===== config.mk =====
export PLATFORM = sky130hd
export DESIGN_NAME = cmd_executor_flat
export DESIGN_NICKNAME = d
export VERILOG_FILES = /design/src/rtl/cmd_executor_if.sv /design/src/rtl/cmd_executor.sv /design/src/flat_wrapper.sv
export SDC_FILE = /design/constraint.sdc
export NUM_CORES = 1
export LEC_CHECK = 0
export CORE_MARGIN = 2
export CORE_UTILIZATION = 56
export DETAILED_ROUTE_END_ITERATION = 16
export DONT_BUFFER_PORTS = 1
export PLACE_DENSITY = 0.81
export SYNTH_ARGS = -nofsm -noshare
export SYNTH_HDL_FRONTEND = slang
export SYNTH_SLANG_ARGS = --single-unit

===== constraint.sdc =====
create_clock -name clk -period 1.8 [get_ports clk]
set_clock_uncertainty 0.2 [all_clocks]
set_input_delay 0.18 -clock clk [delete_from_list [all_inputs] [get_ports clk]]
set_output_delay 0.18 -clock clk [all_outputs]
set_load 0.01 [all_outputs]

===== src/rtl/cmd_executor_if.sv =====
// Bus bundle between the command executor and its surroundings: command FIFO
// head, single-port memory request/response and the TX response byte stream.
interface cmd_executor_if #(
   parameter int ADDR_W = 16,
   parameter int DATA_W = 32
);
   logic              cmd_fifo_empty;
   logic              cmd_fifo_rd_en;
   logic [7:0]        cmd_opcode;
   logic [ADDR_W-1:0] cmd_addr;
   logic [DATA_W-1:0] cmd_wdata;

   logic              mem_req;
   logic              mem_we;
   logic [ADDR_W-1:0] mem_addr;
   logic [DATA_W-1:0] mem_wdata;
   logic [DATA_W-1:0] mem_rdata;
   logic              mem_rvalid;

   logic [7:0]        tx_data;
   logic              tx_valid;
   logic              tx_ready;

   // Executor side.
   modport master (
      input  cmd_fifo_empty, cmd_opcode, cmd_addr, cmd_wdata,
      input  mem_rdata, mem_rvalid, tx_ready,
      output cmd_fifo_rd_en, mem_req, mem_we, mem_addr, mem_wdata,
      output tx_data, tx_valid
   );

   // FIFO / memory / TX side.
   modport slave (
      output cmd_fifo_empty, cmd_opcode, cmd_addr, cmd_wdata,
      output mem_rdata, mem_rvalid, tx_ready,
      input  cmd_fifo_rd_en, mem_req, mem_we, mem_addr, mem_wdata,
      input  tx_data, tx_valid
   );
endinterface


===== src/rtl/cmd_executor.sv =====
// Command executor: pops one decoded command, performs a single memory read or
// write, then streams a response header (and read data, MSB byte first) to TX.
module cmd_executor #(
   parameter int ADDR_W      = 16,
   parameter int DATA_W      = 32,
   parameter int TIMEOUT_CYC = 256
) (
   input  logic           clk,
   input  logic           rst,
   cmd_executor_if.master bus,
   output logic           busy,
   output logic [7:0]     err_count
);
   localparam int NB = DATA_W / 8;
   localparam int IW = (NB > 1) ? $clog2(NB) : 1;
   localparam int TW = (TIMEOUT_CYC > 1) ? $clog2(TIMEOUT_CYC) : 1;
   localparam logic [IW-1:0] IDX_LAST = IW'(NB - 1);
   localparam logic [TW-1:0] TMO_LAST = TW'(TIMEOUT_CYC - 1);

   localparam logic [7:0] OP_WRITE = 8'h57;
   localparam logic [7:0] OP_READ  = 8'h52;
   localparam logic [7:0] RSP_OK   = 8'h4B;
   localparam logic [7:0] RSP_DATA = 8'h44;
   localparam logic [7:0] RSP_ERR  = 8'h45;
   localparam logic [7:0] RSP_TMO  = 8'h54;

   localparam logic [2:0] ST_IDLE      = 3'd0;
   localparam logic [2:0] ST_DECODE    = 3'd1;
   localparam logic [2:0] ST_WRITE     = 3'd2;
   localparam logic [2:0] ST_READ_REQ  = 3'd3;
   localparam logic [2:0] ST_READ_WAIT = 3'd4;
   localparam logic [2:0] ST_SEND_HDR  = 3'd5;
   localparam logic [2:0] ST_SEND_DATA = 3'd6;

   logic [2:0]        state;
   logic [7:0]        opcode_q;
   logic [ADDR_W-1:0] addr_q;
   logic [DATA_W-1:0] wdata_q;
   logic [DATA_W-1:0] rdata_q;
   logic [7:0]        resp_q;
   logic [IW-1:0]     idx_q;
   logic [TW-1:0]     tmo_q;
   logic              tx_fire;
   logic              err_event;

   // Strobes are also gated by rst so nothing leaves the block while it is
   // held in reset, even before the reset edge has cleared the state.
   assign bus.cmd_fifo_rd_en = rst && (state == ST_IDLE) && !bus.cmd_fifo_empty;
   assign bus.mem_req        = rst && ((state == ST_WRITE) || (state == ST_READ_REQ));
   assign bus.mem_we         = rst && (state == ST_WRITE);
   assign bus.mem_addr       = addr_q;
   assign bus.mem_wdata      = wdata_q;
   assign bus.tx_valid       = rst && ((state == ST_SEND_HDR) || (state == ST_SEND_DATA));
   assign busy               = (state != ST_IDLE);

   assign tx_fire = bus.tx_valid && bus.tx_ready;

   always_comb begin
      // NOTE: default first so every path assigns tx_data and no latch is inferred.
      bus.tx_data = 8'h00;
      case (state)
         ST_SEND_HDR:  bus.tx_data = resp_q;
         ST_SEND_DATA: bus.tx_data = rdata_q[DATA_W-1 -: 8];
         default:      bus.tx_data = 8'h00;
      endcase
   end

   always_comb begin
      err_event = 1'b0;
      if (state == ST_DECODE)
         err_event = (opcode_q != OP_WRITE) && (opcode_q != OP_READ);
      else if (state == ST_READ_WAIT)
         err_event = !bus.mem_rvalid && (tmo_q == TMO_LAST);
   end

   // NOTE: sequential state uses non-blocking assignments only, so every
   // register samples pre-edge values regardless of statement order.
   always_ff @(posedge clk) begin
      if (!rst) begin
         state     <= ST_IDLE;
         opcode_q  <= '0;
         addr_q    <= '0;
         wdata_q   <= '0;
         rdata_q   <= '0;
         resp_q    <= '0;
         idx_q     <= '0;
         tmo_q     <= '0;
         err_count <= '0;
      end else begin
         case (state)
            ST_IDLE: begin
               if (!bus.cmd_fifo_empty) begin
                  opcode_q <= bus.cmd_opcode;
                  addr_q   <= bus.cmd_addr;
                  wdata_q  <= bus.cmd_wdata;
                  state    <= ST_DECODE;
               end
            end
            ST_DECODE: begin
               if (opcode_q == OP_WRITE) begin
                  state <= ST_WRITE;
               end else if (opcode_q == OP_READ) begin
                  state <= ST_READ_REQ;
               end else begin
                  resp_q <= RSP_ERR;
                  state  <= ST_SEND_HDR;
               end
            end
            ST_WRITE: begin
               resp_q <= RSP_OK;
               state  <= ST_SEND_HDR;
            end
            ST_READ_REQ: begin
               tmo_q <= '0;
               state <= ST_READ_WAIT;
            end
            ST_READ_WAIT: begin
               // Data arriving on the last waiting cycle still wins over timeout.
               if (bus.mem_rvalid) begin
                  rdata_q <= bus.mem_rdata;
                  resp_q  <= RSP_DATA;
                  state   <= ST_SEND_HDR;
               end else if (tmo_q == TMO_LAST) begin
                  resp_q <= RSP_TMO;
                  state  <= ST_SEND_HDR;
               end else begin
                  tmo_q <= tmo_q + 1'b1;
               end
            end
            ST_SEND_HDR: begin
               if (tx_fire) begin
                  idx_q <= '0;
                  state <= (resp_q == RSP_DATA) ? ST_SEND_DATA : ST_IDLE;
               end
            end
            ST_SEND_DATA: begin
               // Shift the next byte into the top lane once the current one is taken.
               if (tx_fire) begin
                  rdata_q <= rdata_q << 8;
                  if (idx_q == IDX_LAST) begin
                     state <= ST_IDLE;
                  end else begin
                     idx_q <= idx_q + 1'b1;
                  end
               end
            end
            default: state <= ST_IDLE;
         endcase

         if (err_event && (err_count != 8'hFF))
            err_count <= err_count + 8'd1;
      end
   end
endmodule


===== src/flat_wrapper.sv =====
// flat-port wrapper written by rule: the top's interface ports become plain ports
module cmd_executor_flat 
#(
   parameter int ADDR_W      = 16,
   parameter int DATA_W      = 32,
   parameter int TIMEOUT_CYC = 256
)
  (clk, rst, busy, err_count, bus_cmd_fifo_empty, bus_cmd_opcode, bus_cmd_addr, bus_cmd_wdata, bus_mem_rdata, bus_mem_rvalid, bus_tx_ready, bus_cmd_fifo_rd_en, bus_mem_req, bus_mem_we, bus_mem_addr, bus_mem_wdata, bus_tx_data, bus_tx_valid);
  cmd_executor_if #(.ADDR_W(ADDR_W), .DATA_W(DATA_W)) bus_i ();
  input  logic clk;
  input  logic rst;
  output logic busy;
  output logic [7:0] err_count;
  input wire logic [$bits(bus_i.cmd_fifo_empty)-1:0] bus_cmd_fifo_empty;
  input wire logic [$bits(bus_i.cmd_opcode)-1:0] bus_cmd_opcode;
  input wire logic [$bits(bus_i.cmd_addr)-1:0] bus_cmd_addr;
  input wire logic [$bits(bus_i.cmd_wdata)-1:0] bus_cmd_wdata;
  input wire logic [$bits(bus_i.mem_rdata)-1:0] bus_mem_rdata;
  input wire logic [$bits(bus_i.mem_rvalid)-1:0] bus_mem_rvalid;
  input wire logic [$bits(bus_i.tx_ready)-1:0] bus_tx_ready;
  output wire logic [$bits(bus_i.cmd_fifo_rd_en)-1:0] bus_cmd_fifo_rd_en;
  output wire logic [$bits(bus_i.mem_req)-1:0] bus_mem_req;
  output wire logic [$bits(bus_i.mem_we)-1:0] bus_mem_we;
  output wire logic [$bits(bus_i.mem_addr)-1:0] bus_mem_addr;
  output wire logic [$bits(bus_i.mem_wdata)-1:0] bus_mem_wdata;
  output wire logic [$bits(bus_i.tx_data)-1:0] bus_tx_data;
  output wire logic [$bits(bus_i.tx_valid)-1:0] bus_tx_valid;
  assign bus_i.cmd_fifo_empty = bus_cmd_fifo_empty;
  assign bus_i.cmd_opcode = bus_cmd_opcode;
  assign bus_i.cmd_addr = bus_cmd_addr;
  assign bus_i.cmd_wdata = bus_cmd_wdata;
  assign bus_i.mem_rdata = bus_mem_rdata;
  assign bus_i.mem_rvalid = bus_mem_rvalid;
  assign bus_i.tx_ready = bus_tx_ready;
  assign bus_cmd_fifo_rd_en = bus_i.cmd_fifo_rd_en;
  assign bus_mem_req = bus_i.mem_req;
  assign bus_mem_we = bus_i.mem_we;
  assign bus_mem_addr = bus_i.mem_addr;
  assign bus_mem_wdata = bus_i.mem_wdata;
  assign bus_tx_data = bus_i.tx_data;
  assign bus_tx_valid = bus_i.tx_valid;
  cmd_executor #(.ADDR_W(ADDR_W), .DATA_W(DATA_W), .TIMEOUT_CYC(TIMEOUT_CYC)) u_core (.clk(clk), .rst(rst), .bus(bus_i), .busy(busy), .err_count(err_count));
endmodule

==> flow_summary.ini, run 1 <==
[place]
dp.final_hpwl_um = 8260
place.gp.congestion = 0.872
port_buffers = 0
place_worst_setup_slack_ns = -0.180

[status]
run_status = did not finish
last_stage_reached = 5_1_grt
toolErrorMsg = [ERROR DPL-0038] Utilization greater than 100%, impossible to legalize

[die]
rows = 33
initial_utilization_pct = 57.4
die_w_um = 95.3
design.portCount = 162
chipHeight_um = 95.3

[synth]
number_of_synthesized_flops_with_an_enable_pin = 0
synth_top_cells_by_area = sky130_fd_sc_hd__dfxtp_1 (49%), sky130_fd_sc_hd__nand2_1 (14%), sky130_fd_sc_hd__a21oi_1 (7.3%)
synth.cells.most_frequent = sky130_fd_sc_hd__nand2_1 (176), sky130_fd_sc_hd__dfxtp_1 (114), sky130_fd_sc_hd__a21oi_1 (68), sky130_fd_sc_hd__nor2_1 (48)
synthFlopType = sky130_fd_sc_hd__dfxtp_1
synth_cell_types = 47
postSynth.asyncResetShare_pct = 0
synth.yosys.seq_area_share_pct = 48.8
synth.largest_area_cell = sky130_fd_sc_hd__dfxtp_1
synth_largest_type_area_fraction_pct = 48.8
synth_most_common_cell = sky130_fd_sc_hd__nand2_1
synthesis.yosys.warnings = 0
syn_nets = 677
synth.avg_cell_area_um2 = 8.04
postSynthRegisterBits = 114
post_synth_instance_area_um2 = 4670
gate_count_of_the_mapped_netlist = 581

[global_routing]
grt_max_degree = 75

[cts]
cts_sinks = 114
cts_max_level = 4
root_buffer = sky130_fd_sc_hd__clkbuf_8
cts_inserted_buffers = 17
cts_buffer_depth = 2

[timing]
worst_endpoint_kind = register data pin
repair-timing-grt-worst-ep = u_core.err_count[3]$_SDFFE_PN0P_/D
[repair_timing]
action | 4_1_cts
hold buffers | 93
setup endpoints to repair | 123
endpoints found under the hold margin | 114
setup buffers | 37
gates cloned | 9
pin swaps | 53
resized for setup | 104
[cell families after synthesis]
logic type,after synthesis,share of synthesized area (%)
xor gates and xnor gates,11,2.06
AOI/OAI and AO/OA,132,18.5
DFF,114,48.8
buffers and inverters,42,3.75
muxes,2,0.429
adders and majority gates,3,0.804
and+or+nand+nor,277,25.6
[stage by stage]
step	TNS (ns)	hold WS [ns]	cells	cell area [µm²]
4_1_cts	-15.63	0.000176	865	7520
3_5_place_dp	-4.97	0.109	697	5130
3_3_place_gp	-0.438	0.104	697	5130
2_1_floorplan	-0.0414	0.106	581	4720
==> run 2: changes to the inputs <==
--- a/config.mk
+++ b/config.mk
@@ -6,10 +6,10 @@
 export NUM_CORES = 1
 export LEC_CHECK = 0
 export CORE_MARGIN = 2
-export CORE_UTILIZATION = 56
+export CORE_UTILIZATION = 40
 export DETAILED_ROUTE_END_ITERATION = 16
 export DONT_BUFFER_PORTS = 1
-export PLACE_DENSITY = 0.81
+export PLACE_DENSITY_LB_ADDON = 0.15
 export SYNTH_ARGS = -nofsm -noshare
 export SYNTH_HDL_FRONTEND = slang
 export SYNTH_SLANG_ARGS = --single-unit
==> constraint.sdc (replaced) <==
create_clock -name clk -period 2.3 [get_ports clk]
set_clock_uncertainty 0.2 [all_clocks]
set_input_delay 0.23 -clock clk [delete_from_list [all_inputs] [get_ports clk]]
set_output_delay 0.23 -clock clk [all_outputs]
set_load 0.01 [all_outputs]
==> run 2 against run 1 <==
  * The run now ends clean
  * Synthesized cell count unchanged
  * Area after synthesis unchanged
==> flow_summary.ini, run 2 <==
[synth]
synth.yosys.seq_area_share_pct = 48.8
synth_most_common_cell = sky130_fd_sc_hd__nand2_1
postSynthRegisterBits = 114
synth.cells.most_frequent = sky130_fd_sc_hd__nand2_1 (176), sky130_fd_sc_hd__dfxtp_1 (114), sky130_fd_sc_hd__a21oi_1 (68), sky130_fd_sc_hd__nor2_1 (48)
gate_count_of_the_mapped_netlist = 581
number_of_synthesized_flops_with_an_enable_pin = 0
post_synth_instance_area_um2 = 4670
synth_cell_types = 47
synth_top_cells_by_area = sky130_fd_sc_hd__dfxtp_1 (49%), sky130_fd_sc_hd__nand2_1 (14%), sky130_fd_sc_hd__a21oi_1 (7.3%)
postSynth.asyncResetShare_pct = 0
synth_largest_type_area_fraction_pct = 48.8
syn_nets = 677
synthFlopType = sky130_fd_sc_hd__dfxtp_1
synth.avg_cell_area_um2 = 8.04
synthesis.yosys.warnings = 0
synth.largest_area_cell = sky130_fd_sc_hd__dfxtp_1

[die]
die_w_um = 112
design.portCount = 162
rows = 39
floorplan.die_area_um2 = 12600
chipHeight_um = 112
core_ar_um2 = 11400
initial_utilization_pct = 40.9

[cells_and_area]
area.growth.synth_to_final_pct = 37.6
final_layout_size_suffix_gt1_share_pct = 10.2
utilization_pct = 56.3
most-common-layout-cells = sky130_fd_sc_hd__nand2_1 (176), sky130_fd_sc_hd__dfxtp_1 (111), sky130_fd_sc_hd__dlygate4sd3_1 (91)
final_nets = 769
post-route-cell-area_um2 = 6430
antennaDiodeCount = 0
nFillCells = 1013
layout_commonest_cell = sky130_fd_sc_hd__nand2_1

[timing]
slew_viols_final = 0
grt_setup_unrepaired = false
number_of_failing_setup_endpoints_in_the_final_timing_report = 0
period_utilisation_layout_pct = 95.3
timing.slew.headroom_pct = 64.9
worst_slew_pin_slew_ns = 0.524
maxClockFrequency_mhz = 456
fin_setup_tns_ns = 0
fin_hold_viols = 0
timing.final.crit_period_ns = 2.19

[detailed_routing]
drt-initial-drc-count = 263
finalWirelength_um = 12800
drc = 0
postRouteAntennaNets = 0
drtPass1Iterations = 4
dr_total_vias = 4440
post_drt_via_cell_ratio = 5.36
average_wire_per_standard_cell_um = 15.4

[cts]
cts.clk_slew.worst_paths_ns = 0.06
cts_sinks = 114
post-cts-setup-buffer-count = 0
root_buffer = sky130_fd_sc_hd__clkbuf_16
cts_max_level = 4
clkLatencyLatePin_ns = 0.42
tritoncts = yes
cts_buffer_depth = 2
cts_inserted_buffers = 17

[place]
dp.final_hpwl_um = 8020
post_dp_cell_area_um2 = 4900
place.gp.congestion = 0.779
port_buffers = 0

[setup_path]
cp.arrival_ns = 1.76
worst_setup_path_start_kind = flip-flop
timing_worst_setup_path_type = flip-flop to output port
kind_of_end_point_of_the_critical_path = output port
timing.reg2reg.setup_slack_ns = 0.22
path_max_fanout = 17
critical_path_required_ns = 1.87

[run]
max_cap_violations = 0

[global_routing]
grt_pass1_vias = 4266
grt_antenna_before_repair = 0
grt_max_degree = 37
gr-total-overflow = 0
track_usage_pct = 20.3
first_pass_grt_wire_length_um = 20700

[power_and_ir_drop]
vdd_drop_max_mv = 0.622
p_per_area_nw_per_um2 = 1050
post-layout-total-power_mw = 6.72
total_leakage_power_nw = 2.43

[status]
run_status = complete, no violations

[hold_path]
hold_path_class = primary input to flip-flop
-- run 2: timing repair --
action | CTS | global route
hold buffers | 92 | 0
endpoints found under the hold margin | 113 | 0
gates resized for setup | 4 | 6
pin swaps | 0 | 0
endpoints found under the setup margin | 7 | 10
cloned | 0 | 1
-- run 2: kinds of logic after synthesis --
family / synth area share (%)
flops: 48.8
xor+xnor: 2.06
mux: 0.429
simple gates: 25.6
fa+ha+maj: 0.804
buf+inv: 3.75
compound gates: 18.5
-- run 2: stage by stage --
stage | setup WS [ns] | std cells | hold slack (ns)
2_1_floorplan | 0.371 | 581 | 0.156
3_3_place_gp | 0.198 | 704 | 0.155
3_5_place_dp | 0.116 | 704 | 0.155
4_1_cts | 0.00753 | 828 | 0.00249
5_1_grt | 0.0156 | 829 | 0.00854
6_report | 0.109 | 829 | 0.0139
-- run 2: critical path, stage by stage (launching register included) --
cell and delay (ns):
sky130_fd_sc_hd__dfxtp_2 0.37, sky130_fd_sc_hd__buf_4 0.17, sky130_fd_sc_hd__nand2b_2 0.23, sky130_fd_sc_hd__nor2_4 0.17, sky130_fd_sc_hd__buf_12 0.17, sky130_fd_sc_hd__a22o_1 0.22
-- run 2: power breakdown --
group / internal, mW / total (mW) / switching [mW]
Clock: 1.49 / 2.45 / 0.963
Sequential: 2.33 / 2.69 / 0.355
Combinational: 0.685 / 1.58 / 0.895
Total: 4.51 / 6.72 / 2.21
-- run 2: layout make-up --
cell class              count  area, µm²  share of cell area, %
inverters                   4       15.0                  0.234
repair buffers            111       1130                   17.6
well taps                 143        179                   2.78
multi-input cells         425       2250                   35.0
clock buffers              17        425                   6.62
flip-flops and latches    114       2290                   35.6
clock inverters            15        138                   2.14
-- run 2: worst paths after layout --
check                           cells after the start                from                   to
worst max-delay path                                5     u_core.state[0]       bus_tx_data[0]
worst min-delay path                                4      bus_mem_rvalid    u_core.rdata_q[8]
worst max register to register                      5     u_core.state[0]  u_core.err_count[4]
worst min register to register                      2  u_core.opcode_q[4]   u_core.opcode_q[4]
-- run 2: metal layers --
metal,global-route usage [%],wire (µm),vias up
li1,-,-,2195
met1,24.8,5520,2075
met2,32.6,6080,158
met3,8.10,990,12
met4,7.64,163,0
met5,0,0,-
Power figures use the tool's default switching activity.
==> run 3: changes to the inputs <==
--- a/config.mk
+++ b/config.mk
@@ -5,10 +5,10 @@
 export SDC_FILE = /design/constraint.sdc
 export NUM_CORES = 1
 export LEC_CHECK = 0
+export BUFFER_PORTS_ARGS = -buffer_cell sky130_fd_sc_hd__buf_2
 export CORE_MARGIN = 2
 export CORE_UTILIZATION = 40
 export DETAILED_ROUTE_END_ITERATION = 16
-export DONT_BUFFER_PORTS = 1
 export PLACE_DENSITY_LB_ADDON = 0.15
 export SYNTH_ARGS = -nofsm -noshare
 export SYNTH_HDL_FRONTEND = slang
==> run 3 against run 2 <==
  * Non-clock buffer count grew 156
  * Wire length grew 11%
  * Sequential share of layout area shrank 4.1 points
  * Worst setup slack gained 0.014 ns
  * Worst hold slack gained 0.011 ns
  * Design area grew 13%
  * Core utilization grew 7.4 points
  * Power grew 9.3%
  * Cell count grew 19%
  * Die area is the same
  * Count of clock-buffer cells in the layout grew 6
  * Combinational power grew 22%
==> flow_summary.ini, run 3 (same netlist as run 2, synthesis figures left out) <==
[timing]
maxClockFrequency_mhz = 459
setup_slack_ns = 0.122
period_utilisation_layout_pct = 94.7
fin_hold_viols = 0
grt_setup_unrepaired = false
fin_setup_tns_ns = 0
timing.slew.headroom_pct = 64.3
number_of_failing_setup_endpoints_in_the_final_timing_report = 0
timing.final.crit_period_ns = 2.18
worst_slew_pin_slew_ns = 0.533
slew_viols_final = 0

[die]
die_w_um = 112
core_ar_um2 = 11400
initial_utilization_pct = 40.9
rows = 39
floorplan.die_area_um2 = 12600
design.portCount = 162
chipHeight_um = 112

[setup_path]
kind_of_end_point_of_the_critical_path = output port
path_max_fanout = 12
critical_path_required_ns = 1.87
regToRegStartpoint = u_core.state[0]
cp.arrival_ns = 1.75
cpLargestDelayFamily = simple AND/OR/NAND/NOR gates
cp.buffers_inverters = 1
timing_worst_setup_path_type = flip-flop to output port
cp_slowest_cell = sky130_fd_sc_hd__or3_4
worst_setup_path_start_kind = flip-flop
r2r_cells = 5
worst_path_largest_cell_delay_ns = 0.41
critical_path.cell_chain = or3_4, or2_4, nor2_1, buf_2
crit-reg2reg-capture = u_core.err_count[4]
timing.reg2reg.setup_slack_ns = 0.28

[place]
port_buffers = 161
place.gp.congestion = 0.777
dp.final_hpwl_um = 8560
place_worst_setup_slack_ns = 0.173

[status]
run_status = complete, no violations

[cts]
clkLatencyLatePin_ns = 0.41
cts_buffer_depth = 2
root_buffer = sky130_fd_sc_hd__clkbuf_16
tritoncts = yes
cts.clk_slew.worst_paths_ns = 0.05
cts_max_level = 4
cts_inserted_buffers = 17
cts_sinks = 114

[power_and_ir_drop]
vdd_drop_max_mv = 0.593
p_per_area_nw_per_um2 = 1010
total_leakage_power_nw = 3.18

[hold_path]
holdPathStages = 4
hold_path_class = primary input to flip-flop
whs_endpoint = u_core.idx_q[0]
worst_hold_startpoint = bus_tx_ready

[detailed_routing]
postRouteAntennaNets = 0
drtPass1Iterations = 5
drc = 0
dr_total_vias = 5021
finalWirelength_um = 14100
post_drt_via_cell_ratio = 5.10
average_wire_per_standard_cell_um = 14.4
drt-initial-drc-count = 341

[cells_and_area]
most-common-layout-cells = sky130_fd_sc_hd__nand2_1 (176), sky130_fd_sc_hd__buf_2 (161), sky130_fd_sc_hd__dfxtp_1 (111)
final_nets = 925
antennaDiodeCount = 0
final_layout_size_suffix_gt1_share_pct = 27.2
layout_commonest_cell = sky130_fd_sc_hd__nand2_1
area.growth.synth_to_final_pct = 55.6

[run]
max_cap_violations = 0

[global_routing]
grt_antenna_before_repair = 0
gr-total-overflow = 0
first_pass_grt_wire_length_um = 22900
track_usage_pct = 22.3
grt_max_degree = 49
grt_pass1_vias = 4902
-- run 3: changes by cell type in the layout (fill, tap and decap cells not counted), moves of 2 or more --
cell	delta
sky130_fd_sc_hd__bufinv_16	+3
sky130_fd_sc_hd__buf_2	+161
sky130_fd_sc_hd__inv_6	-2
sky130_fd_sc_hd__dlygate4sd3_1	-2
sky130_fd_sc_hd__clkbuf_8	+5
sky130_fd_sc_hd__clkinv_4	-6
-- run 3: metrics by stage --
stage | utilization, % | total power [mW] | hold WS, ns | instances | area, µm²
3_3_place_gp | 49.6 | 4.27 | 0.239 | 862 | 5670
6_report | 63.7 | 7.34 | 0.0254 | 985 | 7270
3_5_place_dp | 49.6 | 4.32 | 0.245 | 862 | 5670
5_1_grt | 63.7 | 7.74 | 0.0529 | 985 | 7270
2_1_floorplan | - | 3.69 | 0.156 | 581 | 4670
4_1_cts | 63.2 | 7.31 | 0.0114 | 983 | 7210
-- run 3: power by group --
group          total, mW  internal [mW]  switching [mW]
clock network       2.85           1.95           0.903
logic               1.92          0.832            1.09
registers           2.57           2.34           0.235
-- run 3: how the worst max path moves through the flow --
stage,slack (ns),end,depth (start not counted),startpoint
after floorplan,0.37,u_core.err_count[4],5,u_core.state[0]
after global placement,0.24,u_core.err_count[4],5,u_core.state[0]
after detailed placement,0.17,u_core.err_count[4],5,u_core.state[0]
after CTS,0.005,bus_cmd_fifo_rd_en,4,u_core.state[2]
after global routing,0.04,bus_cmd_fifo_rd_en,4,u_core.state[0]
final,0.12,bus_cmd_fifo_rd_en,4,u_core.state[0]
-- run 3: area by class of cell --
class	count	area (µm²)
sequential	114	2290
clock buffer	23	498
clock inverter	9	150
fill	952	4150
inverter	4	15.0
multi-input combinational	425	2260
timing repair buffer	267	1880
tap	143	179
-- run 3: repair_timing --
item / in CTS / in global routing
hold buffers: 89 / 0
setup endpoints to repair: 9 / 9
pin swaps: 0 / 1
gates cloned: 0 / 1
hold endpoints to repair: 90 / 0
gates resized for setup: 4 / 8
buffers inserted: 0 / 1
-- run 3: tightest hold or removal path: stages --
cell and delay [ns]:
sky130_fd_sc_hd__buf_2 0.14, sky130_fd_sc_hd__o21ai_0 0.09, sky130_fd_sc_hd__a21oi_1 0.07, sky130_fd_sc_hd__nor2_1 0.07
-- run 3: per-layer routing --
metal	global-route usage [%]	wire length, µm	vias up
li1	-	-	2500
met1	27.2	6040	2314
met2	36.9	6850	187
met3	7.99	1010	20
met4	7.40	240	0
met5	0	0	-
==> run 4: changes to the inputs <==
--- a/config.mk
+++ b/config.mk
@@ -5,6 +5,7 @@
 export SDC_FILE = /design/constraint.sdc
 export NUM_CORES = 1
 export LEC_CHECK = 0
+export ABC_AREA = 1
 export BUFFER_PORTS_ARGS = -buffer_cell sky130_fd_sc_hd__buf_2
 export CORE_MARGIN = 2
 export CORE_UTILIZATION = 40
==> run 4 against run 3 <==
  * Critical path depth up 1
  * Area after synthesis up 2.9%
  * Power down 4.7%
  * Highest routed layer unchanged
==> flow_summary.ini, run 4 <==
[status]
run_status = complete, no violations

[power_and_ir_drop]
power.internal_mw = 4.77
power.clock.fraction_pct = 34.8
total_leakage_power_nw = 3.29
vdd_drop_max_mv = 0.498
post-layout-total-power_mw = 7.00
power_switching_mw = 2.23
p_per_area_nw_per_um2 = 977
power.share.combinational_pct = 26.7
switching_share_pct = 31.8
seqPwrFrac_pct = 38.5

[detailed_routing]
finalWirelength_um = 13600
detailroute.wirelength.met2_um = 6320
drc = 0
wire_length_on_met3_um = 873
average_wire_per_standard_cell_um = 12.9
m1WireLength_um = 6190
drt-initial-drc-count = 329
drtPass1Iterations = 4
dr.max_layer_used = met4
dr_total_vias = 5161
post_drt_via_cell_ratio = 4.88
postRouteAntennaNets = 0

[timing]
number_of_failing_setup_endpoints_in_the_final_timing_report = 0
slew_viols_final = 0
maxClockFrequency_mhz = 472
setup_slack_ns = 0.183
grt_setup_unrepaired = false
fin_hold_viols = 0
timing.slew.headroom_pct = 60.9
timing.final.crit_period_ns = 2.12
fin_setup_tns_ns = 0
finalHoldWorstSlack_ns = 0.0399
period_utilisation_layout_pct = 92.0
worst_slew_pin_slew_ns = 0.587

[synth]
synth_most_common_cell = sky130_fd_sc_hd__nand2_1
synth.avg_cell_area_um2 = 7.28
number_of_synthesized_flops_with_an_enable_pin = 0
synth.yosys.seq_area_share_pct = 47.5
synthesis.yosys.warnings = 0
syn_nets = 756
gate_count_of_the_mapped_netlist = 660
postSynthRegisterBits = 114
synth.largest_area_cell = sky130_fd_sc_hd__dfxtp_1
synth_top_cells_by_area = sky130_fd_sc_hd__dfxtp_1 (47%), sky130_fd_sc_hd__o21ai_0 (9.8%), sky130_fd_sc_hd__a21oi_1 (9.1%)
synth_largest_type_area_fraction_pct = 47.5
synthFlopType = sky130_fd_sc_hd__dfxtp_1
synth.cells.most_frequent = sky130_fd_sc_hd__nand2_1 (115), sky130_fd_sc_hd__dfxtp_1 (114), sky130_fd_sc_hd__o21ai_0 (94), sky130_fd_sc_hd__a21oi_1 (87), sky130_fd_sc_hd__inv_1 (87)
postSynth.asyncResetShare_pct = 0
synth_cell_types = 28
post_synth_instance_area_um2 = 4810

[place]
place.gp.congestion = 0.818
port_buffers = 161
place_worst_setup_slack_ns = 0.306
dp.final_hpwl_um = 8320

[setup_path]
kind_of_end_point_of_the_critical_path = output port
cp.arrival_ns = 1.69
worst_setup_path_start_kind = flip-flop
timing_worst_setup_path_type = flip-flop to output port
path_max_fanout = 7
critical_path_required_ns = 1.87

[cells_and_area]
most-common-layout-cells = sky130_fd_sc_hd__buf_2 (161), sky130_fd_sc_hd__nand2_1 (115), sky130_fd_sc_hd__dfxtp_1 (114)
final_nets = 995
final_layout_size_suffix_gt1_share_pct = 23.1
layout_commonest_cell = sky130_fd_sc_hd__buf_2
area.growth.synth_to_final_pct = 49.0
antennaDiodeCount = 0

[die]
rows = 40
chipHeight_um = 114
floorplan.die_area_um2 = 12900
die_w_um = 114
design.portCount = 162
initial_utilization_pct = 40.5
core_ar_um2 = 11900

[global_routing]
grt_pass1_vias = 4969
track_usage_pct = 21.3
grt_antenna_before_repair = 0
first_pass_grt_wire_length_um = 22300
grt_max_degree = 58
gr-total-overflow = 0

[run]
max_cap_violations = 0

[cts]
tritoncts = yes
root_buffer = sky130_fd_sc_hd__clkbuf_16
cts_buffer_depth = 2
cts_max_level = 4
cts.clk_slew.worst_paths_ns = 0.05
clkLatencyLatePin_ns = 0.41
cts_inserted_buffers = 17
post-cts-setup-buffer-count = 0
cts_sinks = 114

[hold_path]
hold_path_class = primary input to flip-flop
-- run 4: through the flow --
stage                     cell area (µm²)  instances  utilization [%]
after CTS                            7160       1057             60.3
after floorplan                      4810        660                -
final                                7160       1057             60.4
after global routing                 7160       1057             60.4
after global placement               5730        939             48.3
after detailed placement             5730        939             48.3
-- run 4: repair_timing --
item	in CTS	in global routing
hold buffers	88	0
setup endpoints to repair	0	2
gates resized for setup	0	2
hold endpoints to repair	88	0
-- run 4: power groups by stage --
stage          registers [mW]  clock network [mW]  logic (mW)
3_3_place_gp             2.70                   0        1.69
3_5_place_dp             2.71                   0        1.73
5_1_grt                  2.75                2.57        2.12
2_1_floorplan            2.81                   0        1.02
6_report                 2.69                2.44        1.87
4_1_cts                  2.69                2.48        1.84
-- run 4: path summary, 6_finish.rpt --
| path | slack (ns) | startpoint | endpoint | cells past startpoint |
|---|---|---|---|---|
| min | 0.04 | bus_cmd_fifo_empty | u_core.state[2] | 4 |
| max | 0.18 | u_core.state[1] | bus_tx_data[0] | 5 |
| min reg2reg | 0.24 | u_core.bus.mem_wdata[28] | u_core.bus.mem_wdata[28] | 2 |
| max reg2reg | 0.29 | u_core.state[1] | u_core.err_count[2] | 8 |
-- run 4: final cells by class --
cell class,count,area (µm²)
timing repair buffer,258,1780
clock inverter,6,55.1
tap,147,184
sequential,114,2280
multi-input combinational,417,2030
inverter,91,342
fill,1051,4700
clock buffer,24,492
-- run 4: cells by family after synthesis --
kind of cell	count (synthesis)	synth area share [%]
AO/OA/AOI/OAI	214	23.3
AND/OR/NAND/NOR	196	17.0
buffers and inverters	129	10.7
flip-flops	114	47.5
XOR/XNOR	4	0.729
adder cells (fa/ha/maj)	3	0.781
-- run 4: layer usage --
| layer | track usage [%] | vias to the layer above |
|---|---|---|
| li1 | - | 2645 |
| met1 | 25.8 | 2338 |
| met2 | 35.0 | 160 |
| met3 | 7.65 | 18 |
| met4 | 7.80 | 0 |
| met5 | 0 | - |
-- run 4: critical path, cell delays in order, from the launching register on --
cell	delay, ns
sky130_fd_sc_hd__dfxtp_1	0.46
sky130_fd_sc_hd__inv_1	0.07
sky130_fd_sc_hd__nand3_1	0.23
sky130_fd_sc_hd__inv_1	0.14
sky130_fd_sc_hd__a22o_1	0.22
sky130_fd_sc_hd__buf_2	0.14
